==> config.mk <==
export PLATFORM = sky130hd
export DESIGN_NAME = decode_rf
export DESIGN_NICKNAME = d
export VERILOG_FILES = /design/src/rtl/decode_rf.sv
export SDC_FILE = /design/constraint.sdc
export NUM_CORES = 2
export LEC_CHECK = 0
export ABC_AREA = 0
export CAP_MARGIN = 20
export CORE_MARGIN = 1.5
export CORE_UTILIZATION = 32
export DETAILED_ROUTE_END_ITERATION = 8
export PLACE_DENSITY = 0.5
export SLEW_MARGIN = 0
export SYNTH_ARGS = -nofsm -noshare
export SYNTH_HDL_FRONTEND = slang
export SYNTH_SLANG_ARGS = --single-unit
==> constraint.sdc <==
create_clock -name clk -period 1.8 [get_ports clk]
set_input_delay 0.36 -clock clk [delete_from_list [all_inputs] [get_ports clk]]
set_output_delay 0.36 -clock clk [all_outputs]
set_load 0.02 [all_outputs]
==> src/rtl/decode_rf.sv <==
// decode_rf: instruction decode stage with a 2-read/1-write register file and a
// single-entry valid/ready output register. Optional macro DECODE_RF_BYPASS_EN
// forwards a same-cycle writeback into the registered operands.
module decode_rf #(
  parameter int RFW = 5,
  parameter int DW  = 32,
  parameter int IW  = 32,
  parameter int IMW = 4
) (
  input  logic           clk,
  input  logic           rst_n,
  input  logic           in_valid,
  output logic           in_ready,
  input  logic [IW-1:0]  in_inst,
  input  logic           flush,
  input  logic           wb_en,
  input  logic [RFW-1:0] wb_addr,
  input  logic [DW-1:0]  wb_data,
  output logic           out_valid,
  input  logic           out_ready,
  output logic [IW-1:0]  inst,
  output logic [DW-1:0]  dataA,
  output logic [DW-1:0]  dataB
);

  localparam int NREG = 2 ** RFW;

  // Opcode, rd, rs1, rs2 and the immediate must all fit in one instruction word.
  if (IW < 5 + 3 * RFW + IMW) begin : g_bad_widths
    $error("decode_rf: IW too small for opcode, rd, rs1, rs2 and immediate fields");
  end

  logic [DW-1:0]  r_rf [NREG];
  logic           r_out_valid;
  logic [IW-1:0]  r_inst;
  logic [DW-1:0]  r_data_a;
  logic [DW-1:0]  r_data_b;

  logic [RFW-1:0] w_rs1;
  logic [RFW-1:0] w_rs2;
  logic           w_accept;
  logic [DW-1:0]  w_rd_a;
  logic [DW-1:0]  w_rd_b;

  assign w_rs1    = in_inst[IW-6-RFW   -: RFW];
  assign w_rs2    = in_inst[IW-6-2*RFW -: RFW];
  assign in_ready = !r_out_valid || out_ready;
  assign w_accept = in_valid && in_ready;

  // NOTE: every variable is given a default first so no latch is inferred.
  always_comb begin
    w_rd_a = r_rf[w_rs1];
    w_rd_b = r_rf[w_rs2];
`ifdef DECODE_RF_BYPASS_EN
    if (wb_en && (wb_addr == w_rs1)) w_rd_a = wb_data;
    if (wb_en && (wb_addr == w_rs2)) w_rd_b = wb_data;
`endif
    // Register 0 overrides any bypass: it always reads as zero.
    if (w_rs1 == '0) w_rd_a = '0;
    if (w_rs2 == '0) w_rd_b = '0;
  end

  // NOTE: the register file is reset like ordinary flops so every entry reads
  // zero after reset; this rules out mapping it onto a RAM macro.
  always_ff @(posedge clk or negedge rst_n) begin
    if (!rst_n) begin
      for (int i = 0; i < NREG; i++) r_rf[i] <= '0;
    end else if (wb_en && (wb_addr != '0)) begin
      r_rf[wb_addr] <= wb_data;
    end
  end

  always_ff @(posedge clk or negedge rst_n) begin
    if (!rst_n) begin
      r_out_valid <= 1'b0;
      r_inst      <= '0;
      r_data_a    <= '0;
      r_data_b    <= '0;
    end else if (flush) begin
      r_out_valid <= 1'b0;
    end else if (w_accept) begin
      r_out_valid <= 1'b1;
      r_inst      <= in_inst;
      r_data_a    <= w_rd_a;
      r_data_b    <= w_rd_b;
    end else if (out_ready) begin
      r_out_valid <= 1'b0;
    end
  end

  assign out_valid = r_out_valid;
  assign inst      = r_inst;
  assign dataA     = r_data_a;
  assign dataB     = r_data_b;

endmodule

---- Word-level counts from Yosys, hierarchy flattened ----
Index checks and enable logic that the tools add are counted.
W data, S select, Z words.
word-level totals
  word-level logic and storage cells ...... 68
  input bits .............................. 75
  register bits ........................... 1,121
cells by class
  $lt $le $gt $ge ......................... 4
  reductions and logical operators ........ 10
  bitwise operators ....................... 4
  muxes and demuxes ....................... 14
operators by type and width
  kind                  number
  $bwmux W1024          1
  $bmux W32 S5          2
  $mux W32              7
  $demux W32 S5         1
  $ge A6 B6 Y1 const B  3
  $not A5 Y6            3
  $logic_not A5 Y1      2
  $lt A6 B1 Y1 const B  1
  $reduce_bool A5 Y1    1
  $logic_and A1 B1 Y1   3
  $mux W1               3
  $reduce_bool A3 Y1    1
  $reduce_and A2 Y1     1
  $logic_not A1 Y1      1
  $logic_or A1 B1 Y1    1
  $not A1 Y1            1

---- Depth between registers and ports, before layout ----
  word-level depth ........................ 6
  mapped depth ............................ 9
  depth with buffers taken out ............ 4

---- Worst setup path after synthesis ----
Ideal clock, no wire load.
  path kind ............................... register -> register
  from .................................... register r_out_valid (netlist: out_valid)
  to ...................................... register r_data_b[11] (netlist: dataB[11])
  path buffers ............................ 3
  setup time .............................. 0.121 ns
  path slack .............................. -0.143 ns
  period minus slack after synthesis ...... 1.943 ns
  arrival ................................. 1.822 ns
  stages on the path, launching flop included .. 7
  cells stage by stage .................... dfrtp_1 > nand2b_1 > clkbuf_1 > nand2_1 > clkbuf_1 > clkbuf_1 > a22o_1
on the way
  longest elaborated chain between the ends .. 4
ends and longest elaborated chain
  what                                line  RTL
  start, declared                     34    logic r_out_valid;
  start signal, assigned              75    r_out_valid <= 1'b0;
  start signal, assigned              80    r_out_valid <= 1'b0;
  start signal, assigned              82    r_out_valid <= 1'b1;
  $logic_not A1 Y1                    47    assign in_ready = !r_out_valid || out_ready;
  $logic_or A1 B1 Y1                  47
  named net in_ready                  13    output logic in_ready,
  $logic_and A1 B1 Y1                 48    assign w_accept = in_valid && in_ready;
  $reduce_and A2 Y1 (no source line)  -
  end signal, assigned                85    r_data_b <= w_rd_b;
  end, declared                       37    logic [DW-1:0] r_data_b;
The timed path passes the listed nets, and every way through them passes these cells.
A chain may end at the register's enable or synchronous reset.

---- Worst setup path in the final report ----
  from .................................... register r_out_valid (netlist: out_valid)
  to ...................................... output port in_ready
on the way
  longest elaborated chain between the ends .. 2
ends and longest elaborated chain
  what                line
  $logic_not A1 Y1    47
  $logic_or A1 B1 Y1  47
  end, declared       13
Every way passes these cells.

==> flow_summary.ini <==
[final_layout]
area_growth_syn_to_layout_pct = 24.17
layout.nets = 4494
drive_above_1_share_pct = 59.58

[power]
power_frac_seq_pct = 42.6
power.density_nw_per_um2 = 1083
power.leakage_uw = 0.03184
cell_internal_power_uw = 57160
net-switching-power_uw = 21590
combPwrFrac_pct = 20.6
switching_share_pct = 27.41
power_frac_clock_pct = 36.8
peakVddDrop_v = 0.0008155

[sta]
timing.max_slew.rel_slack_pct = 53.02
setup_violations = 8
timing.final.crit_share_pct = 102.3
clock.fmax_ghz = 0.5428
final_hold_vio_count = 0
final_critical_path_setup_slack_ns = -0.04214
period_minus_slack_ns = 1.842
unrepaired_setup_endpoints_after_global_routing = true
whs_ns = 0.09049
slew_violations = 0
skew_ns = 0.03025
timing_worst_slew_pin_value_ns = 0.6869

[setup_path]
regToRegEndpoint = dataB[30]
timing.critical_path.max_delay_family = flip-flops
worstSetupEndpointType = output pin
cp_num_buf_inv = 2
critical_path_peak_fanout = 2
critical_path.max_stage_delay_ns = 0.37
critical_path_s_slowest_cell = sky130_fd_sc_hd__dfrtp_1
critPathLaunchType = register
critical_path_cell_by_cell = nand2b_1 -> buf_12 -> buf_8
critPathRequiredTime_ns = 1.44
timing.critical_path.depth = 3
r2r.worst_path.cells = 8
worst-endpoint-arrival_ns = 1.48
register_to_register_setup_slack_ns = 0
critPathCapture = in_ready
worst-setup-path-type = reg -> out
worst_setup_path_startpoint = out_valid
r2r_start = out_valid

[clock_tree]
number_of_buffers_inserted_during_clock_tree_synthesis = 138
worst_case_clock_buffer_depth = 3
root_buffer = sky130_fd_sc_hd__clkbuf_16
cts_num_sinks = 1121
worst_skew_pair_latency_ns = 0.79
cts-htree-levels = 4
path_clk_slew_ns = 0.05
tritoncts_clock_tree = yes

[placed_design]
post-dp-hpwl_um = 137600
final_weighted_congestion_in_routability_driven_placement = 0.8086
place.port_buffers = 172
preCtsSetupSlack_ns = -1.081

[die]
die_area_um2 = 185500
placement_rows = 156
dieWidth_um = 430.7
fp.coreArea_um2 = 181300
die_y_um = 430.7
boundaryPins = 173
start_util_pct = 32.29

[logic_synthesis]
syn_area_per_cell_um2 = 14.70
synthArstFlopShare_pct = 100.0
synth-warning-count = 0
synth_cell_types = 53
seq_total_area_yosys_pct = 47.91
synthCells = 3984
count_of_flip_flops_with_a_built_in_enable_after_synthesis = 0
synth.cell_area_um2 = 58550
synth_seq_cells = 1121
synth.net_count = 4059
ys_dominant_reg_cell = sky130_fd_sc_hd__dfrtp_1

[global_routing]
grt_first_pass_wirelength_um = 295200
grt_antenna_before_repair = 4
largest_net_degree_at_the_start_of_global_routing = 90
grt_pass1_vias = 39740
overflow = 0
grt_use_total_pct = 21.83

[run_status]
failing_checks = setup timing
status = finished with violations

[route]
num_vias = 37840
vias_per_cell = 5.482
detail_route.wirelength_um = 202500
firstDrtPassIters = 5
count_of_nets_left_with_antenna_violations_after_detail_routing = 0
detail_route.wl_per_cell_um = 29.34
drc_errors = 0
initialDrtViolationCount = 2372

[run]
max_cap_violations = 0

[worst_hold_path]
timing.hold.worst.class = in -> reg
whs_path_depth = 3
==> how the worst min path moves through the flow <==
| stage | start | endpoint | slack [ns] |
|---|---|---|---|
| after floorplan | rst_n | dataA[0] | 0.06 |
| after global placement | rst_n | r_rf[245] | 0.29 |
| after detailed placement | rst_n | r_rf[245] | 0.29 |
| after CTS | in_inst[19] | inst[19] | 0.04 |
| after global routing | in_inst[19] | inst[19] | 0.06 |
| final | in_inst[19] | inst[19] | 0.09 |
==> cell type report <==
cell class	count	area (µm²)
Multi-Input combinational cell	2423	28640
Clock buffer	215	4116
Tap cell	2370	2965
Clock inverter	36	593.1
Inverter	1	3.754
Fill cell	16770	108600
Timing Repair Buffer	734	8283
Antenna cell	2	5.005
Sequential cell	1121	28090
==> layout by cell type (no fill, tap or decap), types with 5 or more instances in the layout <==
cell type                         instances
sky130_fd_sc_hd__a22o_1                  30
sky130_fd_sc_hd__o22ai_1                174
sky130_fd_sc_hd__nand2_4                  5
sky130_fd_sc_hd__mux2i_1                133
sky130_fd_sc_hd__clkbuf_8                33
sky130_fd_sc_hd__buf_8                    6
sky130_fd_sc_hd__nor2b_1                  5
sky130_fd_sc_hd__a2111oi_2               24
sky130_fd_sc_hd__clkinv_2                 9
sky130_fd_sc_hd__clkinv_8                 5
sky130_fd_sc_hd__bufinv_16               11
sky130_fd_sc_hd__nand2_2                 11
sky130_fd_sc_hd__nor2_1                  94
sky130_fd_sc_hd__buf_4                  355
sky130_fd_sc_hd__clkbuf_16              141
sky130_fd_sc_hd__inv_6                    5
sky130_fd_sc_hd__nor3b_1                  8
sky130_fd_sc_hd__o22ai_2                 10
sky130_fd_sc_hd__buf_6                   39
sky130_fd_sc_hd__nor2_4                  16
sky130_fd_sc_hd__a32o_1                  32
sky130_fd_sc_hd__buf_12                 202
sky130_fd_sc_hd__a2111oi_0               23
sky130_fd_sc_hd__mux4_2                 322
sky130_fd_sc_hd__nand2_1                 33
sky130_fd_sc_hd__mux2_1                  22
sky130_fd_sc_hd__dfrtp_2                 31
sky130_fd_sc_hd__a211oi_2                13
sky130_fd_sc_hd__dfrtp_1               1090
sky130_fd_sc_hd__a211oi_1                21
sky130_fd_sc_hd__buf_2                   61
sky130_fd_sc_hd__a2111oi_1               12
sky130_fd_sc_hd__mux2_2                1366
sky130_fd_sc_hd__clkdlybuf4s50_1         66
sky130_fd_sc_hd__clkbuf_1                43
==> Yosys cell counts, types with 22 or more instances <==
| cell type | n | area [µm²] |
|---|---|---|
| sky130_fd_sc_hd__mux2_2 | 1366 | 15380 |
| sky130_fd_sc_hd__buf_2 | 82 | 410.4 |
| sky130_fd_sc_hd__dfrtp_1 | 1121 | 28050 |
| sky130_fd_sc_hd__mux2i_1 | 136 | 1361 |
| sky130_fd_sc_hd__o22ai_1 | 184 | 1151 |
| sky130_fd_sc_hd__a32o_1 | 32 | 320.3 |
| sky130_fd_sc_hd__buf_1 | 52 | 195.2 |
| sky130_fd_sc_hd__buf_6 | 35 | 394.1 |
| sky130_fd_sc_hd__nor2_1 | 107 | 401.6 |
| sky130_fd_sc_hd__a22o_1 | 30 | 262.8 |
| sky130_fd_sc_hd__clkbuf_1 | 185 | 694.4 |
| sky130_fd_sc_hd__a2111oi_0 | 34 | 297.8 |
| sky130_fd_sc_hd__a211oi_1 | 32 | 240.2 |
| sky130_fd_sc_hd__mux4_2 | 322 | 7252 |
| sky130_fd_sc_hd__a2111oi_1 | 23 | 230.2 |
| sky130_fd_sc_hd__buf_4 | 71 | 533.0 |
| sky130_fd_sc_hd__mux2_1 | 22 | 247.7 |
| sky130_fd_sc_hd__nand2_1 | 49 | 183.9 |
==> worst register-to-register path, cell delays in order, from the launching register on <==
cell and delay [ns]:
sky130_fd_sc_hd__dfrtp_1 0.37, sky130_fd_sc_hd__nand2b_1 0.12, sky130_fd_sc_hd__buf_12 0.12, sky130_fd_sc_hd__buf_6 0.17, sky130_fd_sc_hd__o211ai_4 0.11, sky130_fd_sc_hd__buf_12 0.15
sky130_fd_sc_hd__buf_4 0.20, sky130_fd_sc_hd__a21o_1 0.19, sky130_fd_sc_hd__a221oi_1 0.28
==> flip-flops by register name (all words and copies together) (netlist names) <==
register	cells
r_rf	1024
dataA	32
dataB	32
inst	32
out_valid	1
==> metrics by stage <==
step,utilization (%),total power (µW),TNS (ns),cells,instance area [µm²]
floorplan,-,43760,-2.119,3984,58790
global placement,37.35,49680,-691.94,6627,67730
detailed placement,37.35,50110,-687.98,6627,67730
CTS,39.99,79460,-0.7113,6897,72500
global route,40.09,82340,-0.8220,6902,72700
finish,40.09,78750,-0.1095,6902,72700
==> power groups by stage <==
stage / sequential [µW] / combinational, µW / clock, µW
after floorplan: 33000 / 10800 / 0
after global placement: 33600 / 16000 / 0
after detailed placement: 33900 / 16300 / 0
after CTS: 33500 / 16300 / 29700
after global routing: 34200 / 17400 / 30800
final: 33600 / 16200 / 29000
==> layer usage <==
metal / global-route usage (%) / vias to the layer above / part of all wire [%]
met4: 7.166 / 0 / 3.2
met2: 36.08 / 800 / 48
li1: - / 16170 / -
met3: 2.773 / 295 / 3.3
met1: 29.63 / 20580 / 45
met5: 0 / - / 0
==> repair_timing <==
action / in CTS / in global routing
setup endpoints to repair: 215 / 68
hold buffers: 1 / 0
resized for setup: 525 / 36
pin swaps: 1 / 3
hold endpoints to repair: 588 / 0
setup buffers: 17 / 3
cloned: 1 / 0
==> cell families after synthesis <==
logic type	share of synthesized area, %
multiplexers	41.50
flip-flops	47.91
buffers and inverters	4.169
AO/OA/AOI/OAI	4.665
AND/OR/NAND/NOR	1.755
Note: power is estimated with default switching activity, not from simulation.
